### config.mk
export PLATFORM = sky130hd
export DESIGN_NAME = md_sequencer
export DESIGN_NICKNAME = d
export VERILOG_FILES = /design/src/rtl/md_sequencer.sv
export SDC_FILE = /design/constraint.sdc
export NUM_CORES = 2
export LEC_CHECK = 0
export BUFFER_PORTS_ARGS = -buffer_cell sky130_fd_sc_hd__clkbuf_2
export CORE_UTILIZATION = 45
export DETAILED_ROUTE_END_ITERATION = 8
export PLACE_DENSITY_LB_ADDON = 0.12
export SLEW_MARGIN = 30
export SYNTH_ARGS = -nofsm -noshare
export SYNTH_HDL_FRONTEND = slang
export SYNTH_SLANG_ARGS = --single-unit
### constraint.sdc
create_clock -name clk -period 186.3 [get_ports clk]
set_input_delay 9.315 -clock clk [delete_from_list [all_inputs] [get_ports clk]]
set_output_delay 9.315 -clock clk [all_outputs]
set_load 0.1 [all_outputs]
### src/rtl/md_sequencer.sv
// Multiply/divide sequencer owning the HI/LO registers: holds a mult/div busy for a fixed latency and stalls dependent MD instructions.
// Optional feature: define MD_DIV_ZERO_HOLD_EN to leave HI/LO untouched on divide by zero.
module md_sequencer #(
    parameter int unsigned MUL_LAT = 5,
    parameter int unsigned DIV_LAT = 10
) (
    input  logic        clk,
    input  logic        reset,
    input  logic        md_valid,
    input  logic [2:0]  md_func,
    input  logic        md_sign,
    input  logic        md_read,
    input  logic        cancel,
    input  logic [31:0] rs_val,
    input  logic [31:0] rt_val,
    output logic        busy,
    output logic        stall_req,
    output logic [31:0] hi_out,
    output logic [31:0] lo_out
);

    localparam logic [2:0] FUNC_MTHI = 3'd1;
    localparam logic [2:0] FUNC_MTLO = 3'd2;
    localparam logic [2:0] FUNC_MULT = 3'd3;
    localparam logic [2:0] FUNC_DIV  = 3'd4;

    typedef enum logic {IDLE, RUN} state_t;

    state_t      state;
    logic [3:0]  cnt;
    logic [31:0] op_a;
    logic [31:0] op_b;
    logic        op_sign;
    logic        op_div;

    logic        md_is_op;
    logic        accept;

    logic        neg_a;
    logic        neg_b;
    logic [31:0] mag_a;
    logic [31:0] mag_b;
    logic [63:0] prod_mag;
    logic [63:0] prod;
    logic        div_zero;
    logic [31:0] divisor;
    logic [31:0] quo_mag;
    logic [31:0] rem_mag;
    logic [31:0] quo;
    logic [31:0] rem;
    logic [31:0] res_hi;
    logic [31:0] res_lo;

    assign busy      = (state == RUN);
    assign md_is_op  = md_valid && (md_func >= FUNC_MTHI) && (md_func <= FUNC_DIV);
    // Reset gates the stall so the pipeline is never frozen while the block is being cleared.
    assign stall_req = !reset && busy && (md_read || md_is_op);
    assign accept    = md_valid && !cancel && !stall_req;

    // Results are formed on magnitudes so signed and unsigned share one datapath.
    assign neg_a    = op_sign && op_a[31];
    assign neg_b    = op_sign && op_b[31];
    assign mag_a    = neg_a ? (~op_a + 32'd1) : op_a;
    assign mag_b    = neg_b ? (~op_b + 32'd1) : op_b;

    assign prod_mag = {32'd0, mag_a} * {32'd0, mag_b};
    assign prod     = (neg_a ^ neg_b) ? (~prod_mag + 64'd1) : prod_mag;

    assign div_zero = (op_b == 32'd0);
    assign divisor  = div_zero ? 32'd1 : mag_b;
    assign quo_mag  = mag_a / divisor;
    assign rem_mag  = mag_a % divisor;
    assign quo      = (neg_a ^ neg_b) ? (~quo_mag + 32'd1) : quo_mag;
    assign rem      = neg_a ? (~rem_mag + 32'd1) : rem_mag;

    // NOTE: every output of a combinational block gets a default first, so no path can infer a latch.
    always_comb begin
        res_hi = prod[63:32];
        res_lo = prod[31:0];
        if (op_div) begin
            if (div_zero) begin
`ifdef MD_DIV_ZERO_HOLD_EN
                res_hi = hi_out;
                res_lo = lo_out;
`else
                res_hi = op_a;
                res_lo = 32'hFFFF_FFFF;
`endif
            end else begin
                res_hi = rem;
                res_lo = quo;
            end
        end
    end

    // NOTE: sequential state uses non-blocking assignments so every register sees pre-edge values.
    always_ff @(posedge clk) begin
        if (reset) begin
            state   <= IDLE;
            cnt     <= 4'd0;
            hi_out  <= 32'd0;
            lo_out  <= 32'd0;
            op_a    <= 32'd0;
            op_b    <= 32'd0;
            op_sign <= 1'b0;
            op_div  <= 1'b0;
        end else begin
            case (state)
                IDLE: begin
                    if (accept) begin
                        case (md_func)
                            FUNC_MTHI: hi_out <= rs_val;
                            FUNC_MTLO: lo_out <= rs_val;
                            FUNC_MULT: begin
                                op_a    <= rs_val;
                                op_b    <= rt_val;
                                op_sign <= md_sign;
                                op_div  <= 1'b0;
                                cnt     <= 4'(MUL_LAT);
                                state   <= RUN;
                            end
                            FUNC_DIV: begin
                                op_a    <= rs_val;
                                op_b    <= rt_val;
                                op_sign <= md_sign;
                                op_div  <= 1'b1;
                                cnt     <= 4'(DIV_LAT);
                                state   <= RUN;
                            end
                            default: ;
                        endcase
                    end
                end
                RUN: begin
                    // cancel is deliberately not looked at: an issued operation always completes.
                    cnt <= cnt - 4'd1;
                    if (cnt == 4'd1) begin
                        hi_out <= res_hi;
                        lo_out <= res_lo;
                        state  <= IDLE;
                    end
                end
                default: state <= IDLE;
            endcase
        end
    end

endmodule

==> results.py <==
metrics = {
    "hold_path": {
        "min_to": "hi_out[29]",
        "min-delay-start": "hi_out[29]",
        "hold-path-cell-count": 2,
        "hold_path_class": "register to register",
    },
    "route": {
        "vias": 77600,
        "drt-initial-drc-count": 9886,
        "vias_per_cell": 6.44,
        "first_pass_iters": 8,
        "drc": 0,
        "ant_nets": 0,
        "wirelength_um": 371000,
        "wl_per_cell_um": 30.8,
    },
    "sta": {
        "worstMarginPinSlew_ns": 1.20,
        "finalSetupTns_ns": 0,
        "rsz0062_at_grt": "no",
        "hold_viol_final": 0,
        "setup_viol": 0,
        "period_share_pct": 54.6,
        "report.final.slew_viol_count": 0,
        "min_period_ns": 101.66,
        "fin_ws_ns": 84.64,
        "fmax_ghz": 0.00984,
        "slew_headroom_pct": 19.3,
        "skew_ns": 0.0351,
    },
    "critical_path": {
        "critPathMaxFanout": 42,
        "crit_required_ns": 186.73,
        "crit_arrival_ns": 102.09,
        "worst_path_max_delay_cell": "o311ai_2",
        "crit_path_frequent_cell": "ha_1",
        "timing.rr.end": "lo_out[26]",
        "slowest_delay_ns": 1.03,
        "path_class": "register to register",
        "reg2reg_setup_slack_ns": 84.64,
        "r2r-start": "op_b[0]",
        "crit_path_start_kind": "register",
        "r2r_cells": 324,
        "worstSetupStartpoint": "op_b[0]",
        "setup.worst_path.end_class": "register",
    },
    "placement": {
        "gp_congestion": 1.18,
        "dp.cells": 12000,
        "dpl_worst_slack_ns": 89.18,
        "io_buffers": 138,
        "placed_area_um2": 77300,
        "dp_hpwl_um": 292000,
    },
    "synthesis": {
        "synth_warnings": 0,
        "synthDistinctLibCells": 115,
        "syn-instance-count": 9913,
        "async_flop_share_pct": 0,
        "synth_most_common_cell": "nand2_1",
        "ys_ff_latch": 135,
        "post-synth-top-area-cell": "fa_1",
        "synthesis.area_um2": 73200,
        "synth_nets": 11700,
        "ys_seq_area_share_pct": 3.69,
        "syn_avg_cell_area_um2": 7.39,
        "synth_flop_cell": "dfxtp_1",
        "synth_edf_count": 0,
        "synth_top_cells_by_area": "fa_1 25%, ha_1 14%, nand2_1 8.3%",
        "synth_common_cells": "1627 x nand2_1, 1191 x inv_1, 970 x nor2_1",
        "synthDominantCellAreaShare_pct": 24.5,
    },
    "cts": {
        "cts-buffers-inserted": 17,
        "cts_tree": "done",
        "worstSkewPairLatency_ns": 0.56,
        "cts_max_path_buffers": 2,
        "cts_setup_buffers": 0,
        "holdBufCountCts": 0,
        "cts_resized": 0,
        "cts_root_buf": "clkbuf_16",
        "cts.clk_slew.worst_paths_ns": 0.08,
        "clock-sinks": 135,
        "htree_levels": 4,
    },
    "run_status": {
        "status": "finished, final reports clean",
    },
    "flow_run": {
        "max_cap_viol_count": 0,
    },
    "layout": {
        "drive_gt1_share_pct": 6.84,
        "postLayoutCellArea_um2": 78000,
        "final_cells": 12100,
        "fin_nets": 11600,
        "syn2layout_area_growth_pct": 6.52,
    },
    "grt": {
        "antenna_found_initial": 32,
        "grtUsageTotal_pct": 44.4,
        "grt_pass1_vias": 74100,
        "grt_max_degree": 68,
        "grt_pass1_wl_um": 525000,
        "grt-ovfl-total": 0,
    },
    "floorplanning": {
        "num_rows": 147,
        "core-area_um2": 161000,
        "die_h_um": 405,
        "die_x_um": 405,
        "io_pins": 139,
        "start_util_pct": 45.4,
        "dieArea_um2": 164000,
    },
}
## flip-flops by register name, summed over array words and instances, names as in the netlist
name     flops
op_a        32
op_b        32
cnt          4
lo_out      32
op_sign      1
busy         1
hi_out      32
op_div       1
## how the worst max path moves through the flow
stage | endpoint | slack, ns | depth (start not counted)
global placement | hi_out[30] | 87.80 | 329
floorplan | hi_out[30] | 106.66 | 369
finish | lo_out[26] | 84.64 | 324
CTS | hi_out[30] | 88.82 | 331
global route | hi_out[30] | 80.97 | 333
detailed placement | hi_out[30] | 89.18 | 331
## kinds of logic (layout without fill, tap and decap cells)
family	Yosys count	after routing	synth area share (%)
and+or+nand+nor	3551	3551	21.4
AOI/OAI and AO/OA	2209	2209	19.9
adders and majority gates	1696	1696	38.2
buffers and inverters	1651	1621	8.55
xor gates and xnor gates	603	603	7.22
DFF	135	135	3.69
muxes	68	68	0.991
other	0	8	0
## critical path: cells and delay by family, from the launching register on
family / cells / cell delay (ns)
AO/OA/AOI/OAI: 155 / 48.70
XOR/XNOR: 2 / 0.86
adder cells (fa/ha/maj): 33 / 11.60
buffers and inverters: 28 / 7.70
flip-flops: 1 / 0.32
multiplexers: 3 / 1.06
AND/OR/NAND/NOR: 103 / 30.82
## metrics by stage
| stage | util, % | hold WS (ns) |
|---|---|---|
| global route | 48.4 | 0.519 |
| floorplan | - | 0.465 |
| CTS | 48.4 | 0.504 |
| global placement | 47.9 | 0.485 |
| finish | 48.4 | 0.498 |
| detailed placement | 48.0 | 0.494 |
## per-layer routing
metal | up-vias | global-route usage (%) | share of wire, %
li1 | 33400 | - | -
met5 | - | 0 | 0.023
met3 | 1250 | 11.3 | 12
met4 | 14 | 31.3 | 8.6
met1 | 38200 | 56.3 | 38
met2 | 4829 | 65.8 | 42
## cell type report
type / count / area, um2
Inverter: 1206 / 4530
Clock buffer: 17 / 425
Clock inverter: 15 / 180
Fill cell: 16500 / 83100
Timing Repair Buffer: 383 / 2540
Antenna cell: 8 / 20.0
Tap cell: 2160 / 2700
Multi-Input combinational cell: 8127 / 64900
Sequential cell: 135 / 2710
## cell usage in the layout (no fill, tap or decap), types with 176 or more instances in the layout
master / instances
a21o_1: 189
a21oi_1: 614
buf_4: 244
fa_1: 897
ha_1: 799
inv_1: 1179
nand2_1: 1626
nor2_1: 963
nor3_1: 176
o21ai_0: 374
xnor2_1: 352
xor2_1: 221
Power is not shown: default switching activity piles up to over one toggle a cycle in this logic, so the estimate is an artifact.
